File: config.mk
export PLATFORM = sky130hd
export DESIGN_NAME = mdu_iter
export DESIGN_NICKNAME = d
export VERILOG_FILES = /design/src/rtl/mdu_iter.sv
export SDC_FILE = /design/constraint.sdc
export NUM_CORES = 2
export LEC_CHECK = 0
export ABC_AREA = 0
export BUFFER_PORTS_ARGS = -buffer_cell sky130_fd_sc_hd__buf_2
export CAP_MARGIN = 25
export CORE_MARGIN = 1.5
export CORE_UTILIZATION = 40
export CTS_CLUSTER_DIAMETER = 40
export CTS_CLUSTER_SIZE = 28
export DETAILED_ROUTE_END_ITERATION = 10
export GPL_ROUTABILITY_DRIVEN = 0
export PLACE_DENSITY = 0.62
export SYNTH_ARGS = -nofsm -noshare
export SYNTH_HDL_FRONTEND = slang
export SYNTH_SLANG_ARGS = --single-unit
File: constraint.sdc
create_clock -name clk -period 5 [get_ports clk]
set_clock_uncertainty 0.1 [all_clocks]
set_input_delay 0.25 -clock clk [delete_from_list [all_inputs] [get_ports clk]]
set_output_delay 0.25 -clock clk [all_outputs]
set_load 0.01 [all_outputs]
File: src/rtl/mdu_iter.sv
// Multiply/divide unit for the EX stage: owns HI/LO and runs MUL/MULT/MULTU/DIV/DIVU.
// Latency: mul ops MUL_CYCLES+1 busy cycles, div ops 33 busy cycles, then one DONE cycle; MF*/MT* take 0 cycles.
// Backpressure: busy_o stalls EX from the issue cycle until DONE; flush_i aborts at once without touching HI/LO.
module mdu_iter #(
    parameter int MUL_CYCLES = 2
) (
    input  logic        clk,
    input  logic        rst_n,
    input  logic        en_i,
    input  logic        flush_i,
    input  logic [3:0]  mdu_op_i,
    input  logic [31:0] a_i,
    input  logic [31:0] b_i,
    output logic [31:0] result_o,
    output logic        busy_o,
    output logic [31:0] hi_o,
    output logic [31:0] lo_o
);

    localparam logic [1:0] S_IDLE = 2'd0;
    localparam logic [1:0] S_MUL  = 2'd1;
    localparam logic [1:0] S_DIV  = 2'd2;
    localparam logic [1:0] S_DONE = 2'd3;

    localparam logic [3:0] OP_DIV   = 4'd1;
    localparam logic [3:0] OP_DIVU  = 4'd2;
    localparam logic [3:0] OP_MUL   = 4'd3;
    localparam logic [3:0] OP_MULT  = 4'd4;
    localparam logic [3:0] OP_MULTU = 4'd5;
    localparam logic [3:0] OP_MFHI  = 4'd6;
    localparam logic [3:0] OP_MFLO  = 4'd7;
    localparam logic [3:0] OP_MTHI  = 4'd8;
    localparam logic [3:0] OP_MTLO  = 4'd9;

    logic [1:0]  state;
    logic [3:0]  op_q;
    logic [5:0]  cnt;
    logic [63:0] prod;
    logic [31:0] divisor;
    logic [31:0] rem;
    logic [31:0] quot;
    logic [31:0] dividend_raw;
    logic        q_neg;
    logic        r_neg;
    logic        div_zero;
    logic [31:0] hi;
    logic [31:0] lo;

    logic        is_mul_op;
    logic        is_div_op;
    logic        issue;
    logic        mul_signed;
    logic        div_signed;
    logic [63:0] a_ext;
    logic [63:0] b_ext;
    logic [63:0] prod_next;
    logic [31:0] a_abs;
    logic [31:0] b_abs;
    logic [32:0] rem_sh;
    logic        sub_ok;
    logic [31:0] rem_sub;
    logic [31:0] done_lo;
    logic [31:0] done_hi;

    // Issue decode, operand conditioning, one restoring-divide step and the final sign fix-up.
    always_comb begin
        is_mul_op  = (mdu_op_i == OP_MUL) || (mdu_op_i == OP_MULT) || (mdu_op_i == OP_MULTU);
        is_div_op  = (mdu_op_i == OP_DIV) || (mdu_op_i == OP_DIVU);
        issue      = (state == S_IDLE) && en_i && !flush_i && (is_mul_op || is_div_op);
        // Sign-extending to 64 bits makes the low 64 bits of an unsigned multiply equal the signed product.
        mul_signed = (mdu_op_i != OP_MULTU);
        a_ext      = {{32{mul_signed & a_i[31]}}, a_i};
        b_ext      = {{32{mul_signed & b_i[31]}}, b_i};
        prod_next  = a_ext * b_ext;
        div_signed = (mdu_op_i == OP_DIV);
        a_abs      = (div_signed && a_i[31]) ? (32'd0 - a_i) : a_i;
        b_abs      = (div_signed && b_i[31]) ? (32'd0 - b_i) : b_i;
        // Shift the remainder/quotient pair left; the trial difference fits 32 bits whenever it is non-negative.
        rem_sh     = {rem, quot[31]};
        sub_ok     = (rem_sh >= {1'b0, divisor});
        rem_sub    = rem_sh[31:0] - divisor;
        if (div_zero) begin
            done_lo = 32'hFFFF_FFFF;
            done_hi = dividend_raw;
        end else begin
            done_lo = q_neg ? (32'd0 - quot) : quot;
            done_hi = r_neg ? (32'd0 - rem) : rem;
        end
    end

    // Stall request and the rd value returned to the EX result mux.
    always_comb begin
        busy_o   = issue || (state == S_MUL) || (state == S_DIV);
        result_o = 32'd0;
        if (state == S_IDLE && en_i && mdu_op_i == OP_MFHI) begin
            result_o = hi;
        end else if (state == S_IDLE && en_i && mdu_op_i == OP_MFLO) begin
            result_o = lo;
        end else if (state == S_DONE && op_q == OP_MUL) begin
            result_o = prod[31:0];
        end
    end

    // Sequencer and datapath registers: operand capture at issue, countdown in MUL, one divide step per DIV cycle.
    always_ff @(posedge clk or negedge rst_n) begin
        if (!rst_n) begin
            state        <= S_IDLE;
            op_q         <= 4'd0;
            cnt          <= 6'd0;
            prod         <= 64'd0;
            divisor      <= 32'd0;
            rem          <= 32'd0;
            quot         <= 32'd0;
            dividend_raw <= 32'd0;
            q_neg        <= 1'b0;
            r_neg        <= 1'b0;
            div_zero     <= 1'b0;
        end else if (flush_i) begin
            state <= S_IDLE;
        end else begin
            case (state)
                S_IDLE: begin
                    if (issue) begin
                        op_q <= mdu_op_i;
                        if (is_mul_op) begin
                            prod  <= prod_next;
                            cnt   <= 6'(MUL_CYCLES);
                            state <= S_MUL;
                        end else begin
                            divisor      <= b_abs;
                            quot         <= a_abs;
                            rem          <= 32'd0;
                            dividend_raw <= a_i;
                            q_neg        <= div_signed & (a_i[31] ^ b_i[31]);
                            r_neg        <= div_signed & a_i[31];
                            div_zero     <= (b_i == 32'd0);
                            cnt          <= 6'd32;
                            state        <= S_DIV;
                        end
                    end
                end
                S_MUL: begin
                    cnt <= cnt - 6'd1;
                    if (cnt == 6'd1) state <= S_DONE;
                end
                S_DIV: begin
                    cnt  <= cnt - 6'd1;
                    rem  <= sub_ok ? rem_sub : rem_sh[31:0];
                    quot <= {quot[30:0], sub_ok};
                    if (cnt == 6'd1) state <= S_DONE;
                end
                default: state <= S_IDLE;
            endcase
        end
    end

    // HI/LO architectural state: MTHI/MTLO writes in IDLE, result commit at the DONE edge, nothing on flush.
    always_ff @(posedge clk or negedge rst_n) begin
        if (!rst_n) begin
            hi <= 32'd0;
            lo <= 32'd0;
        end else if (!flush_i) begin
            if (state == S_IDLE && en_i) begin
                if (mdu_op_i == OP_MTHI) hi <= a_i;
                if (mdu_op_i == OP_MTLO) lo <= a_i;
            end else if (state == S_DONE) begin
                if (op_q == OP_MULT || op_q == OP_MULTU) begin
                    hi <= prod[63:32];
                    lo <= prod[31:0];
                end else if (op_q == OP_DIV || op_q == OP_DIVU) begin
                    hi <= done_hi;
                    lo <= done_lo;
                end
            end
        end
    end

    assign hi_o = hi;
    assign lo_o = lo;

endmodule
# == Yosys cells after proc, flatten, opt, wreduce, memory -nomap -nowiden ==
# Cells that the tools add are included.
# totals
inputBits,72
romBits,0
output_inout_bits,97
regBits,271
mem_count,0
mem_bits_rw,0
elab_cells,119
latchBits,0
# classes
shift,0
n_mul,1
n_reduce_logical,32
eq_ne,25
n_lt_le_gt_ge,1
div_mod_pow,0
n_mux,34
n_addsub,6
n_bitwise,7
# ops
cell,n
$mux 32,24
$pmux 32 s2,2
$sub 1x32->32 const A,4
$mul 33x33->64,1
$ge 33x32->1,1
$logic_not 32->1,1
$sub 32x32->32,1
$eq 4x3->1 const B,6
$reduce_and 4->1,5
$eq 4x2->1 const B,4
$mux 6,2
$pmux 6 s2,1
$eq 4x1->1 const B,2
$eq 4x4->1 const B,2
$logic_and 1x1->1,8
$logic_or 1x1->1,8
$mux 2,4
$eq 6x1->1 const B,1
$reduce_and 3->1,2
$reduce_bool 2->1,3
$sub 6x1->6 const B,1
$and 1x1->1,4
$eq 2x2->1 const B,2
$ne 2x1->1 const B,2
other kinds (13),15

# == Longest topological paths before layout ==
# depth
ltp_word,8
depth_mapped,34
mapped_depth_nobuf,31

# == Worst setup path before layout ==
# Ideal clock, no wire load.
# synth_path
path_kind,in2reg
from,input mdu_op_i[2]
to,register prod[62]
t_required_ns,4.817
arrival_time_ns,9.011
setup_slack_ns,-4.193
n_path_buf,2
setup_ns,0.083
path_stages,30
cell_sequence,clkbuf_1 -> nand2b_1 -> or3b_2 -> and2_1 -> clkbuf_1 -> nand2_1 -> inv_1 -> fa_1 -> fa_1 -> fa_1 -> inv_1 -> fa_1 -> inv_1 -> fa_1 -> fa_1 -> inv_1 -> fa_1 -> fa_1 -> inv_1 -> ha_1 -> nand3_1 -> or4b_2 -> o221ai_1 -> a221oi_1 -> o22ai_1 -> o41ai_1 -> o21ai_1 -> o311ai_1 -> xor2_1 -> o21ai_0
# synth_via
elab_chain_cells,6
word_cells_on_any_way,15
classes_between,mul: 1; eq/ne: 6; bitwise: 2; reduce/logical: 6
# synth_lines
element,line,source
"start, declared",11,"input logic [3:0] mdu_op_i,"
branches (longest 6 deep; another with $mul 33x33->64),--,
"end signal, assigned",126,prod <= prod_next;
"end, declared",38,logic [63:0] prod;
# Several ways; the timed one is not identified.
# A chain may end at the register's enable or synchronous reset.

# == Final worst setup path ==
# layout_path
from,input mdu_op_i[0]
to,register prod[52]
# The elaborated chain is that of the path after synthesis.

==> impl_metrics.ini <==
[hold_path]
hold_class = in2reg

[cells_and_area]
nets = 8216
design_area_um2 = 66000
final_core_util_pct = 48.6
drive_gt1_share_pct = 18.5
nFillCells = 12700
synthToLayoutAreaGrowth_pct = 20.4

[yosys]
synth-seq-area-share_pct = 12.4
synthArstFlopShare_pct = 100
mappedNetlistArea_um2 = 54800
synth_edf_count = 0
synth_flop_cell = dfrtp_1
synth_area_per_cell_um2 = 8.72
ys_ff_latch = 271
yosysWarnings = 0
synth_cell_type_count = 75
synthesis.instances = 6283
syn_nets = 7736

[placed_design]
numPortBuffers = 168
dp_hpwl_um = 144000
postPlaceCellArea_um2 = 61900

[worst_setup_path]
end_kind = flop
rrSetupSlack_ns = 0.70
cpMaxStageDelayCell = fa_2
cp-start-kind = primary input
path_class = in2reg
cpPeakStageDelay_ns = 0.59
crit_fanout = 7
worstPathArrival_ns = 8.26
crit_required_ns = 5.32
crit_top_cell = buf_6

[clock_tree]
numCtsBuffers = 40
htree_levels = 2
root_buffer = clkbuf_16
clk_latency_ns = 0.56
numClockSinks = 271
clock_path_buffers = 3
cts_tree = done
clk_pin_slew_worst_paths_ns = 0.06

[timing]
timing.slew.headroom_pct = 31.6
fin_crit_ns = 7.93
max_freq_ghz = 0.126
setup_slack_ns = -2.93
setup_viol = 53
hold_viol = 0
hold-worst-slack_ns = 0.0171
maxSlewViolCount = 0
min_period_over_period_pct = 159
timing_worst_slew_pin_value_ns = 1.02
setup_tns_ns = -102.80
rsz0062_at_grt = yes

[die]
row_count = 135
coreArea_um2 = 136000
initial_utilization_pct = 40.4
die_y_um = 373
ios = 169
die_area_um2 = 139000
die_w_um = 373

[global_route]
grt_max_degree = 114
antenna_found_initial = 3
grt_pass1_vias = 47200
grt_pass1_wl_um = 276000
grt_usage_pct = 25.3
grt_overflow = 0

[detailed_routing]
viasPerCell = 5.26
ant_nets = 0
wl_um = 175000
vias = 45200
drt_first_iter_violations = 3508
dr.pass1.iters = 5
drcViolationCount = 0
wl_per_cell_um = 20.4

[run_status]
outcome = finished, violations left
violations = negative setup slack

[flow_run]
drv_cap = 0
routing by layer:
metal	wire length, um	track usage, %	share of wire, %
met5	13	0	0.0074
met4	5420	6.84	3.1
met3	13400	3.28	7.6
met2	80000	40.5	46
met1	76600	36.1	44
synth_stat cells, types with 18 or more instances:
master	number	share of area [%]
o311ai_0	21	0.34
nand3_1	47	0.43
o41ai_1	18	0.29
o31ai_1	36	0.49
nand2_1	1172	8.0
inv_1	1179	8.1
nand4_1	21	0.24
nor3_1	28	0.26
a21o_1	47	0.64
nor2_1	196	1.3
xor2_1	97	1.6
xnor2_1	123	2.0
and3_1	24	0.27
or4_1	18	0.25
a21oi_1	170	1.6
dfrtp_1	271	12
fa_1	1126	41
ha_1	255	5.8
a31oi_1	38	0.43
o21ai_0	292	2.7
o221ai_1	33	0.53
clkbuf_1	371	2.5
buf_1	40	0.27
or3_1	29	0.33
mux2i_1	36	0.66
nand2b_1	24	0.27
and2_1	350	4.0
o211ai_1	39	0.53
worst max-delay path, delay by kind of cell:
| kind | cells | cell delay [ns] |
|---|---|---|
| simple gates | 6 | 1.52 |
| xor+xnor | 1 | 0.16 |
| compound gates | 4 | 0.50 |
| buf+inv | 14 | 1.33 |
| fa+ha+maj | 9 | 4.46 |
through the flow:
stage / worst slack, ns / std cells
3_5_place_dp: -3.75 / 8412
3_3_place_gp: -3.63 / 8411
2_1_floorplan: -3.34 / 6283
4_1_cts: -2.84 / 8557
5_1_grt: -3.16 / 8576
6_report: -2.93 / 8578
kinds of logic after synthesis:
logic type	count (synthesis)	synth area share, %
adders and majority gates	1381	47.0
and+or+nand+nor	1972	16.3
muxes	39	0.720
DFF	271	12.4
xor gates and xnor gates	220	3.52
AOI/OAI and AO/OA	802	9.16
buffers and inverters	1598	11.0
cell type report:
type	instances	area [um2]	area share (%)
Antenna cell	2	5.00	0.00759
Clock buffer	45	1070	1.63
Clock inverter	29	313	0.474
Inverter	1179	4440	6.73
Multi-Input combinational cell	4415	43700	66.3
Sequential cell	271	6780	10.3
Tap cell	1781	2230	3.38
Timing Repair Buffer	856	7410	11.2
registers in the layout, indices dropped and copies added (netlist names):
name	flops
prod	64
rem	32
cnt	6
q_neg	1
lo_o	32
r_neg	1
divisor	32
op_q	4
state	2
hi_o	32
quot	32
div_zero	1
dividend_raw	32
what timing repair did:
| item | CTS | global route |
|---|---|---|
| endpoints found under the hold margin | 114 | 0 |
| cloned | 2 | 2 |
| endpoints found under the setup margin | 54 | 54 |
| pin swaps | 204 | 60 |
| resized for setup | 374 | 97 |
| hold buffers | 3 | 0 |
| setup buffers | 73 | 21 |
placed cells by master, fill, tap and decap left out, types with 43 or more instances in the layout:
cell type | synthesis | final
nand2_1 | 1172 | 1142
inv_1 | 1179 | 1137
fa_1 | 1126 | 1086
buf_4 | 0 | 560
and2_1 | 350 | 332
dfrtp_1 | 271 | 270
o21ai_0 | 292 | 240
ha_1 | 255 | 208
nor2_1 | 196 | 185
a21oi_1 | 170 | 139
buf_2 | 7 | 123
xnor2_1 | 123 | 112
xor2_1 | 97 | 92
buf_6 | 1 | 88
buf_12 | 0 | 52
a21o_1 | 47 | 47
clkbuf_16 | 0 | 44
ha_4 | 0 | 43
path summary, 6_finish.rpt:
path	depth (start not counted)	from	endpoint
worst max-delay path	34	mdu_op_i[0]	prod[52]
worst min-delay path	5	en_i	op_q[1]
worst max register to register	10	state[0]	rem[11]
worst min register to register	2	dividend_raw[30]	dividend_raw[30]
max in group asynchronous	3	rst_n	prod[33]
min in group asynchronous	2	rst_n	hi_o[24]
Power is left out: the tool's default activity adds up to more than one toggle a clock period on the data nets, which glitch-free logic cannot reach.
